--- src/rtl/dcache_port_arbiter.sv ---
// Round-robin arbiter sharing the single core-to-dcache request port between NUM_REQ requesters.
// One request is in flight at a time; a watchdog aborts loads whose data never returns.
module dcache_port_arbiter #(
  parameter int NUM_REQ        = 2,
  parameter int TIMEOUT_CYCLES = 64,
  parameter int CNT_W          = 8
) (
  input  logic                       i_clock,
  input  logic                       i_reset,
  input  logic [NUM_REQ-1:0]         i_req_valid,
  input  logic [NUM_REQ-1:0][31:0]   i_req_addr,
  input  logic [NUM_REQ-1:0][63:0]   i_req_data,
  input  logic [NUM_REQ-1:0]         i_req_we,
  input  logic [NUM_REQ-1:0][1:0]    i_req_size,
  output logic [NUM_REQ-1:0]         o_req_ready,
  output logic [NUM_REQ-1:0]         o_resp_valid,
  output logic [63:0]                o_resp_data,
  output logic                       o_core2dcache_req_valid,
  output logic [31:0]                o_core2dcache_addr,
  output logic [63:0]                o_core2dcache_data,
  output logic                       o_core2dcache_data_we,
  output logic [1:0]                 o_core2dcache_data_size,
  input  logic [63:0]                i_dcache2core_data,
  input  logic                       i_dcache2core_data_valid,
  output logic                       o_timeout_err
);

  localparam int                IDX_W      = $clog2(NUM_REQ);
  localparam logic [IDX_W:0]    NUM_REQ_W  = (IDX_W+1)'(NUM_REQ);
  localparam logic [IDX_W-1:0]  NUM_REQ_LO = IDX_W'(NUM_REQ);
  localparam logic [CNT_W-1:0]  TIMEOUT_W  = CNT_W'(TIMEOUT_CYCLES);
  localparam bit                WDOG_EN    = (TIMEOUT_CYCLES != 0);

  typedef enum logic {
    ST_IDLE = 1'b0,
    ST_BUSY = 1'b1
  } state_t;

  state_t             r_state;
  state_t             w_state_next;

  logic [IDX_W-1:0]   r_last_grant;
  logic [IDX_W-1:0]   r_gnt_idx;
  logic [31:0]        r_addr;
  logic [63:0]        r_data;
  logic               r_we;
  logic [1:0]         r_size;
  logic [CNT_W-1:0]   r_cnt;
  logic [NUM_REQ-1:0] r_resp_valid;
  logic [63:0]        r_resp_data;
  logic               r_timeout_err;

  logic [IDX_W-1:0]   w_cand [NUM_REQ];
  logic               w_grant_vld;
  logic [IDX_W-1:0]   w_grant_idx;
  logic               w_busy;
  logic               w_accept;
  logic               w_done;
  logic               w_timeout;
  logic               w_finish;

  // w_cand[k] is requester (last_grant + k + 1) mod NUM_REQ: the k-th in round-robin order
  for (genvar gi = 0; gi < NUM_REQ; gi++) begin : g_cand
    logic [IDX_W:0] w_sum;
    assign w_sum       = {1'b0, r_last_grant} + (IDX_W+1)'(gi + 1);
    assign w_cand[gi]  = (w_sum >= NUM_REQ_W) ? (w_sum[IDX_W-1:0] - NUM_REQ_LO)
                                              : w_sum[IDX_W-1:0];
  end

  always_comb begin
    w_grant_vld = 1'b0;
    w_grant_idx = '0;
    for (int k = NUM_REQ - 1; k >= 0; k--) begin
      if (i_req_valid[w_cand[k]]) begin
        w_grant_vld = 1'b1;
        w_grant_idx = w_cand[k];
      end
    end
  end

  assign w_busy    = (r_state == ST_BUSY);
  assign w_accept  = (r_state == ST_IDLE) && w_grant_vld;
  assign w_done    = w_busy && (r_we || i_dcache2core_data_valid);
  // A completion in the same cycle as expiry wins over the abort
  assign w_timeout = WDOG_EN && w_busy && !w_done && (r_cnt == TIMEOUT_W);
  assign w_finish  = w_done || w_timeout;

  always_comb begin
    w_state_next = r_state;
    case (r_state)
      ST_IDLE: if (w_accept) w_state_next = ST_BUSY;
      ST_BUSY: if (w_finish) w_state_next = ST_IDLE;
      default: w_state_next = ST_IDLE;
    endcase
  end

  always_ff @(posedge i_clock) begin
    if (!i_reset) begin
      r_state <= ST_IDLE;
    end else begin
      r_state <= w_state_next;
    end
  end

  for (genvar gi = 0; gi < NUM_REQ; gi++) begin : g_ready
    assign o_req_ready[gi] = w_accept && (w_grant_idx == IDX_W'(gi));
  end

  always_ff @(posedge i_clock) begin
    if (!i_reset) begin
      r_last_grant  <= IDX_W'(NUM_REQ - 1);
      r_gnt_idx     <= '0;
      r_addr        <= '0;
      r_data        <= '0;
      r_we          <= 1'b0;
      r_size        <= '0;
      r_cnt         <= '0;
      r_resp_valid  <= '0;
      r_resp_data   <= '0;
      r_timeout_err <= 1'b0;
    end else begin
      r_resp_valid <= '0;
      if (w_accept) begin
        r_gnt_idx    <= w_grant_idx;
        r_last_grant <= w_grant_idx;
        r_addr       <= i_req_addr[w_grant_idx];
        r_data       <= i_req_data[w_grant_idx];
        r_we         <= i_req_we[w_grant_idx];
        r_size       <= i_req_size[w_grant_idx];
        r_cnt        <= '0;
      end else if (w_busy && !w_finish) begin
        r_cnt <= r_cnt + CNT_W'(1);
      end
      if (w_finish) begin
        r_resp_valid[r_gnt_idx] <= 1'b1;
        r_resp_data             <= (w_done && !r_we) ? i_dcache2core_data : 64'd0;
        if (w_timeout) begin
          r_timeout_err <= 1'b1;
        end
      end
    end
  end

  // The dcache port is driven only while a request is in flight
  assign o_core2dcache_req_valid = w_busy;
  assign o_core2dcache_addr      = w_busy ? r_addr : 32'd0;
  assign o_core2dcache_data      = w_busy ? r_data : 64'd0;
  assign o_core2dcache_data_we   = w_busy && r_we;
  assign o_core2dcache_data_size = w_busy ? r_size : 2'd0;

  assign o_resp_valid  = r_resp_valid;
  assign o_resp_data   = r_resp_data;
  assign o_timeout_err = r_timeout_err;

endmodule

--- config.mk ---
export PLATFORM = sky130hd
export DESIGN_NAME = dcache_port_arbiter
export DESIGN_NICKNAME = d
export VERILOG_FILES = /design/src/rtl/dcache_port_arbiter.sv
export SDC_FILE = /design/constraint.sdc
export NUM_CORES = 1
export LEC_CHECK = 0
export ABC_CLOCK_PERIOD_IN_PS = 4750
export CORE_AREA = 4 4 169 171
export DETAILED_ROUTE_END_ITERATION = 6
export DIE_AREA = 0 0 173 175
export DONT_BUFFER_PORTS = 1
export SYNTH_ARGS = -nofsm -noshare
export SYNTH_HDL_FRONTEND = slang
export SYNTH_SLANG_ARGS = --single-unit
--- constraint.sdc ---
create_clock -name i_clock -period 4.75 [get_ports i_clock]
set_clock_uncertainty 0.1 [all_clocks]
set_input_delay 0.7125 -clock i_clock [delete_from_list [all_inputs] [get_ports i_clock]]
set_output_delay 0.7125 -clock i_clock [all_outputs]
set_load 0.01 [all_outputs]
==> impl_metrics.yaml, run 1 <==
run_status:
  status: "complete, no violations"
floorplanning:
  die_w_um: 173
  ios: 436
  core_um2: 26900
  rows: 60
  start_util_pct: 30.1
  die_y_um: 175
  die_area_um2: 30300
grt:
  grt_max_degree: 79
  grtUsageMet2_pct: 30.2
  antenna_found_initial: 1
  grt_usage_pct: 16.9
  grt_first_pass_wirelength_mm: 40.2
  grt.overflow.total: 0
  busiest_layer: "met2"
  use_met3_pct: 5.60
  met1_usage_pct: 19.7
  first_global_vias: 6194
critical_path:
  crit_end: "o_req_ready[0]"
  critical_path_class: "register to primary output"
  reg2reg_to: "o_resp_data[51]"
  worstPathRequired_ns: 3.94
  timing.rr.start: "o_core2dcache_req_valid"
  crit_path_start: "r_last_grant"
  critPathLaunchType: "register"
  worstPathArrival_ns: 2.22
  end_kind: "primary output"
  cp_max_fo: 73
  r2r_cells: 4
  r2r_setup_slack_ns: 1.89
cells_and_area:
  antennaDiodeCount: 0
  syn2layout_area_growth_pct: 7.85
  fin_area_um2: 8720
  drive_above_1_share_pct: 12.2
  fillCellCount: 2784
  nNetsFinal: 1029
cts:
  ctsResizeCount: 0
  cts_max_level: 4
  cts_tree: "done"
  clk_pin_slew_ns: 0.07
  insertion_delay_ns: 0.42
  cts_setup_buffers: 0
  cts_root_buffer: "clkbuf_16"
  cts_buffer_depth: 2
  cts.sinks: 177
  cts_made_buffers: 17
  cts_hold_buf: 0
synthesis:
  synthesis.area_um2: 8080
  synth_top_area_share_pct: 43.8
  yosysWarnings: 0
  synthCells: 826
  synth-edff-count: 0
  synth-async-reset-ratio_pct: 0
  synth_area_leaders: "dfxtp_1 (44%), a32oi_1 (7.9%), o2bb2ai_1 (7.9%)"
  synth_nets: 1095
  avgSynthCellArea_um2: 9.79
  synth_most_common_cell: "dfxtp_1"
  synth_commonest_cells: "dfxtp_1 (177), and2_1 (100), a32oi_1 (73), o2bb2ai_1 (73), nand2_1 (66)"
  netlist.top_cell.by_area: "dfxtp_1"
  yosysSeqAreaShare_pct: 43.8
  synth-seq-cells: 177
  synthFlopType: "dfxtp_1"
  ys_types: 48
power_and_ir_drop:
  clkPwrFrac_pct: 41.4
  power_uw: 3510
  leakagePower_uw: 0.00282
  p_switching_uw: 1030
  pwr-share-seq_pct: 47.7
  combPwrFrac_pct: 11.0
  power.internal_uw: 2480
  ir_drop_mv: 0.188
  p_per_area_nw_per_um2: 402
  swShare_pct: 29.3
placement:
  pre_cts_ws_ns: 1.89
  io_buffer_count: 0
  dp_hpwl_mm: 19.3
  placed_area_um2: 8120
  gp_congestion: 0.754
route:
  drt_iter0_markers: 338
  vias: 6433
  dr.pass1.iters: 4
  wire_per_inst_um: 24.4
  wirelength_mm: 27.1
  ant_nets: 0
  drc: 0
  drt-vias-per-instance: 5.77
timing:
  slew_headroom_pct: 29.3
  fin_ws_ns: 1.72
  max_slew.worst_pin.slew_ns: 1.06
  fin_tns_setup_ns: 0
  hold_viol: 0
  finalMaxSlewViolations: 0
  rsz0062_at_grt: "no"
  fmax_ghz: 0.330
  finalCriticalPeriod_ns: 3.03
  setup_viol: 0
  min_period_over_period_pct: 63.8
hold_path:
  hp-start: "i_reset"
  hold_class: "input pin to register"
flow_run:
  max-cap-violations: 0
==> stage by stage <==
step                utilization, %  hold WS [ns]  instances
floorplan                        -         0.313        826
global placement              30.2         0.338       1082
detailed placement            30.2         0.335       1082
CTS                           32.4         0.268       1114
global route                  32.4         0.270       1114
finish                        32.4         0.309       1114
==> state kept, by name, indices dropped and copies added, names as in the netlist <==
| signal | count |
|---|---|
| o_core2dcache_req_valid | 1 |
| r_data | 64 |
| o_resp_data | 64 |
| r_last_grant | 1 |
| r_size | 2 |
| r_gnt_idx | 1 |
| r_cnt | 8 |
| r_addr | 32 |
| o_timeout_err | 1 |
| r_we | 1 |
| o_resp_valid | 2 |
==> kinds of logic after synthesis <==
logic type               Yosys count  synth area share (%)
adder cells (fa/ha/maj)            2                 0.310
AND/OR/NAND/NOR                  223                  15.6
AO/OA/AOI/OAI                    319                  33.4
multiplexers                       4                 0.495
flip-flops                       177                  43.8
buffers and inverters            101                  6.41
==> worst max-delay path, stage by stage, from the launching register on <==
cell      delay, ns
dfxtp_1        0.49
nand2b_2       0.22
buf_4          0.56
nor3b_1        0.51
==> power by group through the flow <==
stage                     registers, uW  logic, uW  clock network [uW]
after CTS                          1670        391                1510
after global placement             1700        385                   0
after floorplan                    1660        352                   0
final                              1670        385                1450
after global routing               1690        426                1570
after detailed placement           1710        390                   0
==> layout make-up <==
| cell class | count | area, um^2 | area share (%) |
|---|---|---|---|
| Timing Repair Buffer | 9 | 67.6 | 0.775 |
| Tap cell | 341 | 427 | 4.89 |
| Multi-Input combinational cell | 548 | 4050 | 46.5 |
| Clock inverter | 15 | 170 | 1.95 |
| Inverter | 7 | 27.5 | 0.316 |
| Clock buffer | 17 | 425 | 4.88 |
| Sequential cell | 177 | 3550 | 40.7 |
==> per-layer routing <==
metal,vias up,wire length (um)
met5,-,13
met4,2,281
met3,15,2420
met2,315,13700
met1,3060,10700
li1,3041,-
==> how the worst min path moves through the flow <==
stage / endpoint / slack [ns] / depth (start not counted)
finish: r_last_grant / 0.31 / 1
global route: r_last_grant / 0.27 / 1
CTS: r_last_grant / 0.27 / 1
detailed placement: o_resp_valid[0] / 0.33 / 1
global placement: r_data[56] / 0.34 / 1
floorplan: o_resp_valid[0] / 0.31 / 1
==> layout by cell type (no fill, tap or decap), types with 2 or more instances in the layout <==
master,n
a21oi_1,65
nand3_1,8
nor3b_1,3
or3_1,2
nand2b_2,2
mux2i_1,4
a21boi_0,4
inv_6,4
o21ai_0,3
and3_1,27
o2bb2ai_1,73
a211oi_1,24
a32oi_1,73
clkinv_2,3
dfxtp_1,176
clkbuf_16,17
clkinv_4,2
ha_1,2
a211oi_2,40
clkinv_8,2
inv_8,4
inv_1,6
nand2_1,66
nand3b_1,2
buf_4,9
nor3_1,2
a221o_1,26
and2_1,99
Power figures use the tool's default switching activity.
==> run 2, diff against run 1 <==
- ABC_CLOCK_PERIOD_IN_PS: 4750 -> 2920
- clock period: 4.75 -> 2.92 ns (I/O delays scaled with it)
==> impl_metrics.yaml, run 2 (same netlist as run 1, synthesis figures left out) <==
power_and_ir_drop:
  power_uw: 5790
  ir_drop_mv: 0.402
  leakagePower_uw: 0.00286
  p_per_area_nw_per_um2: 654
cells_and_area:
  nNetsFinal: 1034
  drive_above_1_share_pct: 12.6
  final_cell_mix: "dfxtp_1 (176), and2_1 (99), a32oi_1 (73), o2bb2ai_1 (73), nand2_1 (66)"
  syn2layout_area_growth_pct: 9.57
  final_common_cell: "dfxtp_1"
route:
  drc: 0
  drt-vias-per-instance: 5.72
  dr.pass1.iters: 5
  wirelength_mm: 27.4
  ant_nets: 0
  wire_per_inst_um: 24.4
  drt_iter0_markers: 373
  vias: 6408
critical_path:
  critPathLaunchType: "register"
  worstPathArrival_ns: 2.13
  worstPathRequired_ns: 2.38
  cp_max_fo: 74
  end_kind: "primary output"
  critical_path_class: "register to primary output"
floorplanning:
  rows: 60
  die_y_um: 175
  die_area_um2: 30300
  core_um2: 26900
  start_util_pct: 30.1
  ios: 436
  die_w_um: 173
cts:
  clk_pin_slew_ns: 0.08
  cts_buffer_depth: 2
  insertion_delay_ns: 0.42
  cts_tree: "done"
  cts_made_buffers: 17
  cts_max_level: 4
  cts_setup_buffers: 0
  cts_root_buffer: "clkbuf_16"
  cts.sinks: 177
grt:
  grt_max_degree: 79
  antenna_found_initial: 1
  grt_first_pass_wirelength_mm: 40.4
  grt_usage_pct: 17.1
  grt.overflow.total: 0
  first_global_vias: 6085
timing:
  rsz0062_at_grt: "no"
  slew_headroom_pct: 37.9
  finalMaxSlewViolations: 0
  fmax_ghz: 0.375
  finalCriticalPeriod_ns: 2.66
  hold_viol: 0
  min_period_over_period_pct: 91.2
  setup_viol: 0
  fin_ws_ns: 0.256
  fin_tns_setup_ns: 0
  max_slew.worst_pin.slew_ns: 0.932
flow_run:
  max-cap-violations: 0
placement:
  gp_congestion: 0.742
  dp_hpwl_mm: 19.4
  io_buffer_count: 0
  pre_cts_ws_ns: 0.689
run_status:
  status: "complete, no violations"
hold_path:
  hold_class: "input pin to register"
[run 2: cell count changes in the layout (fill, tap and decap cells not counted), sizes merged]
cell | before | now
buf | 9 | 13
clkinvlp | 0 | 2
clkinv | 7 | 6
diode | 0 | 1
dlygate4sd3 | 0 | 1
inv | 14 | 13
[run 2: critical path, cell delays in order (launching register included)]
cell and delay, ns:
dfxtp_1 0.50, nand2b_2 0.19, buf_4 0.55, nor3b_1 0.44
[run 2: stage by stage]
stage / cell area [um^2] / utilization [%] / instances / hold WS [ns]
global route: 8850 / 32.9 / 1119 / 0.0105
detailed placement: 8230 / 30.6 / 1086 / 0.338
CTS: 8850 / 32.9 / 1119 / 0.0169
finish: 8860 / 33.0 / 1120 / 0.0401
global placement: 8230 / 30.6 / 1086 / 0.338
floorplan: 8080 / - / 826 / 0.313
[run 2: where the power goes]
part / internal (uW) / switching, uW
combinational: 250 / 409
sequential: 2580 / 130
clock: 1240 / 1180
[run 2: what timing repair did]
item	4_1_cts	5_1_grt
hold buffers	1	0
resized for setup	0	0
hold endpoints to repair	1	0
[run 2: layer usage]
layer / vias up / share of wire [%] / global-route usage, %
li1: 3034 / - / -
met1: 3030 / 39 / 20.0
met2: 323 / 51 / 30.1
met3: 19 / 8.5 / 5.97
met4: 2 / 1.7 / 4.22
met5: - / 0.073 / 0
[run 2: path summary, 6_finish.rpt]
check                                             start              end  slack [ns]  cells after the start
worst max-delay path                       r_last_grant   o_req_ready[0]        0.26                      3
worst min-delay path                     i_req_data[61]       r_data[61]        0.04                      1
worst max register to register  o_core2dcache_req_valid  o_resp_valid[0]        0.71                      4
worst min register to register               r_data[49]       r_data[49]        0.36                      1
[run 2: final cells by class]
| class | instances | area (um^2) |
|---|---|---|
| multi-input combinational | 548 | 4050 |
| inverter | 7 | 27.5 |
| timing repair buffer | 14 | 183 |
| sequential | 177 | 3550 |
| fill | 2822 | 18000 |
| tap | 341 | 427 |
| antenna | 1 | 2.50 |
| clock buffer | 17 | 425 |
| clock inverter | 15 | 191 |
